<file path="src/rtl/serial_arith_pkg.sv">
// ============================================================================
//  Module      : serial_arith_pkg
//  Description : Shared types and helpers for the bit-serial arithmetic blocks.
//  Revision    : 1.0 - initial release
// ============================================================================
`default_nettype none

package serial_arith_pkg;

    typedef enum logic [1:0] {
        IDLE = 2'd0,
        BUSY = 2'd1,
        DONE = 2'd2
    } sub_state_t;

    // Width of a counter that walks bit positions 0..n-1.
    function automatic int cnt_width(input int n);
        return (n < 2) ? 1 : $clog2(n);
    endfunction

endpackage

`default_nettype wire

</file>
<file path="src/rtl/one_bit_full_subtractor.sv">
// ============================================================================
//  Module      : one_bit_full_subtractor
//  Description : Gate-level one-bit full subtractor: d = a-b-bin, borrow out.
//  Revision    : 1.0 - initial release
// ============================================================================
`default_nettype none

module one_bit_full_subtractor (
    input  logic a,
    input  logic b,
    input  logic bin,
    output logic d,
    output logic bout
);

    wire w_axb;
    wire w_na;
    wire w_nxb;
    wire w_t1;
    wire w_t2;

    xor u_x1 (w_axb, a, b);
    xor u_x2 (d, w_axb, bin);

    // Borrow when a<b outright, or when a==b and a borrow is already pending.
    not u_n1 (w_na, a);
    and u_a1 (w_t1, w_na, b);
    not u_n2 (w_nxb, w_axb);
    and u_a2 (w_t2, w_nxb, bin);
    or  u_o1 (bout, w_t1, w_t2);

endmodule

`default_nettype wire

</file>
<file path="src/rtl/serial_subtractor.sv">
// ============================================================================
//  Module      : serial_subtractor
//  Description : Bit-serial N-bit subtractor (a - b), LSB first, one bit per
//                clock through a single full-subtractor cell.
//  Revision    : 1.0 - initial release
// ============================================================================
`default_nettype none

module serial_subtractor
    import serial_arith_pkg::*;
#(
    parameter int N = 8
) (
    input  logic         clk,
    input  logic         reset_n,
    input  logic         in_valid,
    output logic         in_ready,
    input  logic [N-1:0] a,
    input  logic [N-1:0] b,
    output logic         out_valid,
    input  logic         out_ready,
    output logic [N-1:0] diff,
    output logic         borrow_out,
    output logic         overflow,
    output logic         zero
);

    localparam int              CW       = cnt_width(N);
    localparam logic [CW-1:0]   LAST_BIT = CW'(N - 1);

    sub_state_t    state_q,      state_d;
    logic [N-1:0]  a_sh_q,       a_sh_d;
    logic [N-1:0]  b_sh_q,       b_sh_d;
    logic [N-1:0]  res_q,        res_d;
    logic          borrow_q,     borrow_d;
    logic [CW-1:0] cnt_q,        cnt_d;
    logic          borrow_out_q, borrow_out_d;
    logic          overflow_q,   overflow_d;
    logic          zero_q,       zero_d;

    logic w_d;
    logic w_bout;

    one_bit_full_subtractor u_cell (
        .a    (a_sh_q[0]),
        .b    (b_sh_q[0]),
        .bin  (borrow_q),
        .d    (w_d),
        .bout (w_bout)
    );

    always_comb begin
        state_d      = state_q;
        a_sh_d       = a_sh_q;
        b_sh_d       = b_sh_q;
        res_d        = res_q;
        borrow_d     = borrow_q;
        cnt_d        = cnt_q;
        borrow_out_d = borrow_out_q;
        overflow_d   = overflow_q;
        zero_d       = zero_q;

        case (state_q)
            IDLE: begin
                if (in_valid) begin
                    a_sh_d   = a;
                    b_sh_d   = b;
                    borrow_d = 1'b0;
                    cnt_d    = '0;
                    state_d  = BUSY;
                end
            end

            BUSY: begin
                a_sh_d   = {1'b0, a_sh_q[N-1:1]};
                b_sh_d   = {1'b0, b_sh_q[N-1:1]};
                res_d    = {w_d, res_q[N-1:1]};
                borrow_d = w_bout;
                cnt_d    = cnt_q + CW'(1);
                if (cnt_q == LAST_BIT) begin
                    // Operand LSBs now hold the original MSBs, so the signed
                    // overflow test needs no separate copy of them.
                    borrow_out_d = w_bout;
                    overflow_d   = (a_sh_q[0] ^ b_sh_q[0]) & (a_sh_q[0] ^ w_d);
                    zero_d       = ~|res_d;
                    cnt_d        = '0;
                    state_d      = DONE;
                end
            end

            DONE: begin
                if (out_ready) begin
                    state_d = IDLE;
                end
            end

            default: begin
                state_d = IDLE;
            end
        endcase
    end

    always_ff @(posedge clk or negedge reset_n) begin
        if (!reset_n) begin
            state_q      <= IDLE;
            a_sh_q       <= '0;
            b_sh_q       <= '0;
            res_q        <= '0;
            borrow_q     <= 1'b0;
            cnt_q        <= '0;
            borrow_out_q <= 1'b0;
            overflow_q   <= 1'b0;
            zero_q       <= 1'b0;
        end else begin
            state_q      <= state_d;
            a_sh_q       <= a_sh_d;
            b_sh_q       <= b_sh_d;
            res_q        <= res_d;
            borrow_q     <= borrow_d;
            cnt_q        <= cnt_d;
            borrow_out_q <= borrow_out_d;
            overflow_q   <= overflow_d;
            zero_q       <= zero_d;
        end
    end

    assign in_ready   = (state_q == IDLE);
    assign out_valid  = (state_q == DONE);
    assign diff       = res_q;
    assign borrow_out = borrow_out_q;
    assign overflow   = overflow_q;
    assign zero       = zero_q;

endmodule

`default_nettype wire
</file>
<file path="config.mk">
export PLATFORM = sky130hd
export DESIGN_NAME = serial_subtractor
export DESIGN_NICKNAME = d
export VERILOG_FILES = /design/src/rtl/serial_arith_pkg.sv /design/src/rtl/one_bit_full_subtractor.sv /design/src/rtl/serial_subtractor.sv
export SDC_FILE = /design/constraint.sdc
export NUM_CORES = 1
export LEC_CHECK = 0
export BUFFER_PORTS_ARGS = -buffer_cell sky130_fd_sc_hd__buf_2
export CAP_MARGIN = 20
export CORE_ASPECT_RATIO = 1.2
export CORE_MARGIN = 1
export CORE_UTILIZATION = 47
export DETAILED_ROUTE_END_ITERATION = 8
export PLACE_DENSITY = 0.74
export SETUP_SLACK_MARGIN = 0.1
export SYNTH_ARGS = -nofsm -noshare
export SYNTH_HDL_FRONTEND = slang
export SYNTH_HIERARCHICAL = 1
export SYNTH_SLANG_ARGS = --single-unit
</file>
<file path="constraint.sdc">
create_clock -name clk -period 1.4 [get_ports clk]
set_input_delay 0.21 -clock clk [delete_from_list [all_inputs] [get_ports clk]]
set_output_delay 0.21 -clock clk [all_outputs]
set_load 0.005 [all_outputs]
</file>
==> run summary, run 1 <==
failing checks: negative setup slack
Setup WS post-layout: -0.0417 ns
min Tclk post-route: 1.44 ns
initial DRC count: 32
num rows: 21
fin crit share: 103%
Crit Path Class: reg2reg
WL per Instance: 14.4 µm
Slew Limit Fails: 0
Mean Syn Cell Area: 9.94 µm²
drc violations: 0
worst slack after detailed placement: -0.00884 ns
GP Congestion: 0.709
clk sinks: 33
Syn. warnings: 6
Seq/Total Area, Yosys: 56.5%
Hold Crit Class: in2reg
Layout Nets: 223
Setup violations, final: 1
mux contribution to synthesized area: 0.771%
commonest non-fill, non-tap cell in the layout: nand2_1
CTS max path bufs: 2
number of synthesized flops with an enable pin: 0
post-synthesis net count: 170
LEAKAGE: 0.990 nW
# IOs: 33
CP endpoint kind: flop
actual slew at the worst max-slew pin: 0.444 ns
die area: 3340 µm²
via count: 1258
diodes inserted: 0
Routed Antenna Nets: 0
top post-synthesis cells by area: dfrtp_1 57%, nand2_1 12%, a22oi_1 7.2%
port bufs: 32
CP Buf/Inv Count: 1
crit-path max FO: 4
Synth top area share: 56.5%
vias in the first global route: 1217
Clock Skews: 0.00953 ns
Max Cap Violations: 0
layout cells sized above 1: 38.3%
GR Overflow Total: 0
drt via density: 5.35
CP max stage delay: 0.48 ns
DR pass1 iterations: 4
Initial Util: 51.0%
CP Cell Sequence: inv_2 > fa_2 > and3b_1 > a21oi_2 > o21ai_2
mapped cell area: 1460 µm²
Die Wd: 52.9 µm
Routed WL: 3.38 mm
root cell of the clock tree: clkbuf_4
data required time of the worst path: 1.63 ns
post-synthesis cell type count: 27
CORE AREA: 2860 µm²
clock slew at reported path FFs: 0.11 ns
final hold vios: 0
Fmax: 694 MHz
hpwl dp: 2.15 mm
CTS tree: yes
global-route wire length before repair: 5.39 mm
final core occ: 69.1%
adder-cell share of the synthesized area: 3.08%
GRT Resource Usage Total: 22.0%
Die Height: 63.1 µm
synthesized flop and latch total: 33
data arrival time of the critical path: 1.68 ns
run status: finished, violations left
Synth Area in Simple Gates: 17.0%
Area Growth Syn to Fin: 35.4%
post-synthesis compound-gate area fraction: 18.1%
most frequent cells in the layout: 45 x nand2_1, 32 x buf_2, 31 x dfrtp_1
Clk Latency, worst-skew pair: 0.33 ns
Synth Instances: 147
initial antenna violation count: 0
crit-path leading delay family: adder cells
slew margin rel.: 70.3%
unrepaired setup endpoints after global routing: yes
Post-Synth XOR/XNOR Area: 0%
FFs w/ async S/R, synth: 100%
Max stage delay cell, worst path: fa_2
H-tree depth: 2
Power per Cell Area: 2130 nW/µm²
Peak VDD IR: 1270 µV
Synth area leader: dfrtp_1
Startpoint Class: flop
largest net degree at the start of global routing: 20
Synth Flop Type: dfrtp_1
largest family of logic cells by synthesized area: compound AO/OA/AOI/OAI gates
CTS Buf Count: 5
[path summary, 6_finish.rpt]
kind | from | to | slack (ns) | cells past startpoint
setup / recovery | borrow_q | overflow | -0.04 | 5
hold reg to reg | diff[0] | diff[0] | 0.48 | 2
min in group asynchronous | reset_n | diff[6] | 0.29 | 2
hold / removal | out_ready | state_q[1] | 0.13 | 3
setup reg to reg | borrow_q | overflow | -0.04 | 5
max in group asynchronous | reset_n | b_sh_q[4] | 0.69 | 3
[through the flow]
stage / power, mW / TNS [ns] / cells / hold slack, ns / area (µm²)
floorplan: 2.56 / 0 / 147 / -0.0856 / 1470
global placement: 2.96 / 0 / 215 / 0.109 / 1720
detailed placement: 3.06 / -0.00884 / 215 / 0.114 / 1720
CTS: 4.02 / -0.0495 / 228 / 0.135 / 1900
global route: 4.53 / -0.197 / 235 / 0.139 / 1980
finish: 4.21 / -0.0417 / 235 / 0.132 / 1980
[registers in the layout (all words and copies together) (netlist names), 2 cells and up]
signal and count:
diff 8, state_q 2, a_sh_q 8, cnt_q 3, b_sh_q 8
[power breakdown]
part / switching, mW / internal [mW]
combinational: 0.897 / 0.911
clock: 0.323 / 0.427
sequential: 0.314 / 1.34
total: 1.53 / 2.68
[repair_timing]
item / 4_1_cts / 5_1_grt
pin swaps: 3 / 3
hold endpoints to repair: 10 / 0
hold buffers: 1 / 0
resized for setup: 18 / 7
gates cloned: 0 / 1
buffers inserted: 4 / 6
setup endpoints to repair: 24 / 15
[logic make-up (layout without fill, tap and decap cells)]
| logic type | Yosys count | count (layout) |
|---|---|---|
| AND/OR/NAND/NOR | 57 | 58 |
| buffers and inverters | 13 | 66 |
| adder cells (fa/ha/maj) | 3 | 3 |
| AO/OA/AOI/OAI | 40 | 40 |
| multiplexers | 1 | 1 |
| flip-flops | 33 | 33 |
[Yosys cell counts (all sizes together), types with 2 or more instances]
| master | number |
|---|---|
| nand2 | 45 |
| dfrtp | 33 |
| o21ai | 17 |
| a22oi | 14 |
| buf | 7 |
| inv | 5 |
| a22o | 3 |
| nor2 | 3 |
| a21oi | 2 |
| and2b | 2 |
| ha | 2 |
| nand2b | 2 |
| nor4 | 2 |
[metal layers]
layer	up-vias	routed length (µm)	share of wire, %	GRT usage (%)
li1	613	-	-	-
met1	610	1440	42	27.5
met2	30	1790	53	36.7
met3	5	116	3.4	5.31
met4	0	37	1.1	6.91
met5	-	0	0	0
[worst reg2reg max path, delay by kind of cell, from the launching register on]
family / cells / cell delay [ns]
buffers and inverters: 1 / 0.07
and+or+nand+nor: 1 / 0.22
DFF: 1 / 0.41
AOI/OAI and AO/OA: 2 / 0.18
adders and majority gates: 1 / 0.48
[layout make-up]
cell class / count / area [µm²]
Clock inverter: 1 / 30.0
Fill cell: 238 / 885
Timing Repair Buffer: 53 / 348
Clock buffer: 7 / 55.1
Multi-Input combinational cell: 102 / 657
Sequential cell: 33 / 828
Tap cell: 34 / 42.5
Inverter: 5 / 18.8
Power figures use the tool's default switching activity.
==> run 2, diff against run 1 <==
--- a/config.mk
+++ b/config.mk
@@ -9,9 +9,8 @@
 export CAP_MARGIN = 20
 export CORE_ASPECT_RATIO = 1.2
 export CORE_MARGIN = 1
-export CORE_UTILIZATION = 47
+export CORE_UTILIZATION = 40
 export DETAILED_ROUTE_END_ITERATION = 8
-export PLACE_DENSITY = 0.74
 export SETUP_SLACK_MARGIN = 0.1
 export SYNTH_ARGS = -nofsm -noshare
 export SYNTH_HDL_FRONTEND = slang
==> run 2 against run 1 <==
Against the previous run:
- the flow finishes with violations (design-rule violations, negative setup slack)
- via count up 1.4%
- flip-flop and latch count unchanged
- maximum frequency is 1.7% higher
- sequential share of layout area up 0.19 points
- core utilization decreased by 12 points
- clock power decreased by 5.3%
- critical path type unchanged
- highest routed layer unchanged
==> run summary, run 2 (same netlist as run 1, synthesis figures left out) <==
CP Buf/Inv Count: 1
CP max stage delay: 0.61 ns
min Tclk post-route: 1.42 ns
die area: 3900 µm²
drt via density: 5.34
Routed WL: 3.34 mm
CORE AREA: 3420 µm²
GRT Resource Usage Total: 18.5%
Fillers: 303
via count: 1276
Worst path depth: 5
GRT met1 Usage: 21.4%
num rows: 23
initial DRC count: 66
unrepaired setup endpoints after global routing: yes
GP Congestion: 0.774
hpwl dp: 2.09 mm
commonest non-fill, non-tap cell in the layout: nand2_1
met3 usage: 6.05%
Slew Limit Fails: 0
initial antenna violation count: 0
largest net degree at the start of global routing: 34
Area Growth Syn to Fin: 34.8%
Hold Crit Class: in2reg
CP endpoint kind: flop
Fmax: 705 MHz
worst r2r path cells: 5
H-tree depth: 2
GR Overflow Total: 0
Crit Path Class: reg2reg
final core occ: 57.5%
CTS max path bufs: 2
Setup violations, final: 1
CP Cell Sequence: inv_2 > fa_2 > and3b_1 > a21oi_1 > o21ai_1
layout cells sized above 1: 37.1%
global-route wire length before repair: 5.27 mm
Clock Skews: 0.00422 ns
data arrival time of the critical path: 1.63 ns
Cells on Worst Hold Path: 2
WL per Instance: 14.0 µm
GR peak layer: met2
LEAKAGE: 0.987 nW
fin crit share: 101%
Max stage delay cell, worst path: fa_2
CTS tree: yes
DR pass1 iterations: 9
Setup WS post-layout: -0.0177 ns
met2 Usage GRT: 31.3%
clock slew at reported path FFs: 0.06 ns
# IOs: 33
crit-path max FO: 4
failing checks: design-rule violations, negative setup slack
Die Height: 68.2 µm
Initial Util: 42.7%
Layout Nets: 225
data required time of the worst path: 1.61 ns
run status: finished, violations left
vias in the first global route: 1135
Peak VDD IR: 944 µV
diodes inserted: 0
root cell of the clock tree: clkbuf_8
CTS Buf Count: 5
actual slew at the worst max-slew pin: 0.474 ns
drc violations: 5
setup TNS: -0.0177 ns
slew margin rel.: 68.3%
Routed Antenna Nets: 0
port bufs: 32
final hold vios: 0
crit-path leading delay family: adder cells
Max Cap Violations: 0
most frequent cells in the layout: 45 x nand2_1, 33 x buf_2, 31 x dfrtp_1
Power per Cell Area: 2080 nW/µm²
Clk Latency, worst-skew pair: 0.28 ns
Die Wd: 57.2 µm
Startpoint Class: flop
clk sinks: 33
==> run 2: cell types whose count changed in the layout (fill, tap and decap cells not counted), sizes merged <==
| cell | before | now |
|---|---|---|
| bufinv | 1 | 0 |
| buf | 52 | 54 |
==> run 2: path summary, 6_finish.rpt <==
path,startpoint,end,slack [ns]
worst max-delay path,borrow_q,overflow,-0.02
worst min-delay path,b[7],b_sh_q[7],0.19
worst max register to register,borrow_q,overflow,-0.02
worst min register to register,diff[0],diff[0],0.47
max in group asynchronous,reset_n,state_q[1],0.58
min in group asynchronous,reset_n,diff[0],0.48
==> run 2: area by class of cell <==
| class | count | area (µm²) | share of cell area, % |
|---|---|---|---|
| clock buffers | 7 | 86.3 | 4.38 |
| repair buffers | 55 | 348 | 17.7 |
| well taps | 37 | 46.3 | 2.35 |
| multi-input cells | 102 | 643 | 32.6 |
| inverters | 5 | 18.8 | 0.952 |
| flip-flops and latches | 33 | 828 | 42.0 |
==> run 2: repair_timing <==
action,4_1_cts,5_1_grt
pin swaps,4,5
gates resized for setup,14,6
endpoints found under the hold margin,33,0
hold buffers,1,0
cloned,0,2
setup endpoints to repair,24,10
setup buffers,5,8
==> run 2: worst reg2reg max path, stage by stage, from the launching register on <==
cell     delay (ns)
dfrtp_1        0.38
inv_2          0.05
fa_2           0.61
and3b_1        0.16
a21oi_1        0.04
o21ai_1        0.11
==> run 2: power breakdown <==
group | total (mW) | leakage (nW) | switching, mW | internal [mW]
Clock | 0.710 | 0.0443 | 0.321 | 0.389
Combinational | 1.74 | 0.520 | 0.855 | 0.886
Sequential | 1.64 | 0.422 | 0.300 | 1.34
==> run 2: per-stage QoR <==
step | instances | cell area (µm²) | worst slack (ns) | hold WS, ns | power [mW]
floorplan | 147 | 1470 | 0.0433 | -0.0856 | 2.56
global placement | 216 | 1690 | 0.0250 | 0.261 | 2.94
detailed placement | 216 | 1690 | -0.0646 | 0.262 | 3.03
CTS | 229 | 1880 | -0.0903 | 0.181 | 3.91
global route | 239 | 1970 | -0.0918 | 0.203 | 4.41
finish | 239 | 1970 | -0.0177 | 0.187 | 4.10
==> run 2: layer usage <==
layer / wire length, µm / share of wire (%) / vias to the layer above
met5: 0 / 0 / -
met4: 72 / 2.2 / 0
met3: 148 / 4.4 / 8
met2: 1760 / 53 / 31
met1: 1360 / 41 / 627
li1: - / - / 610
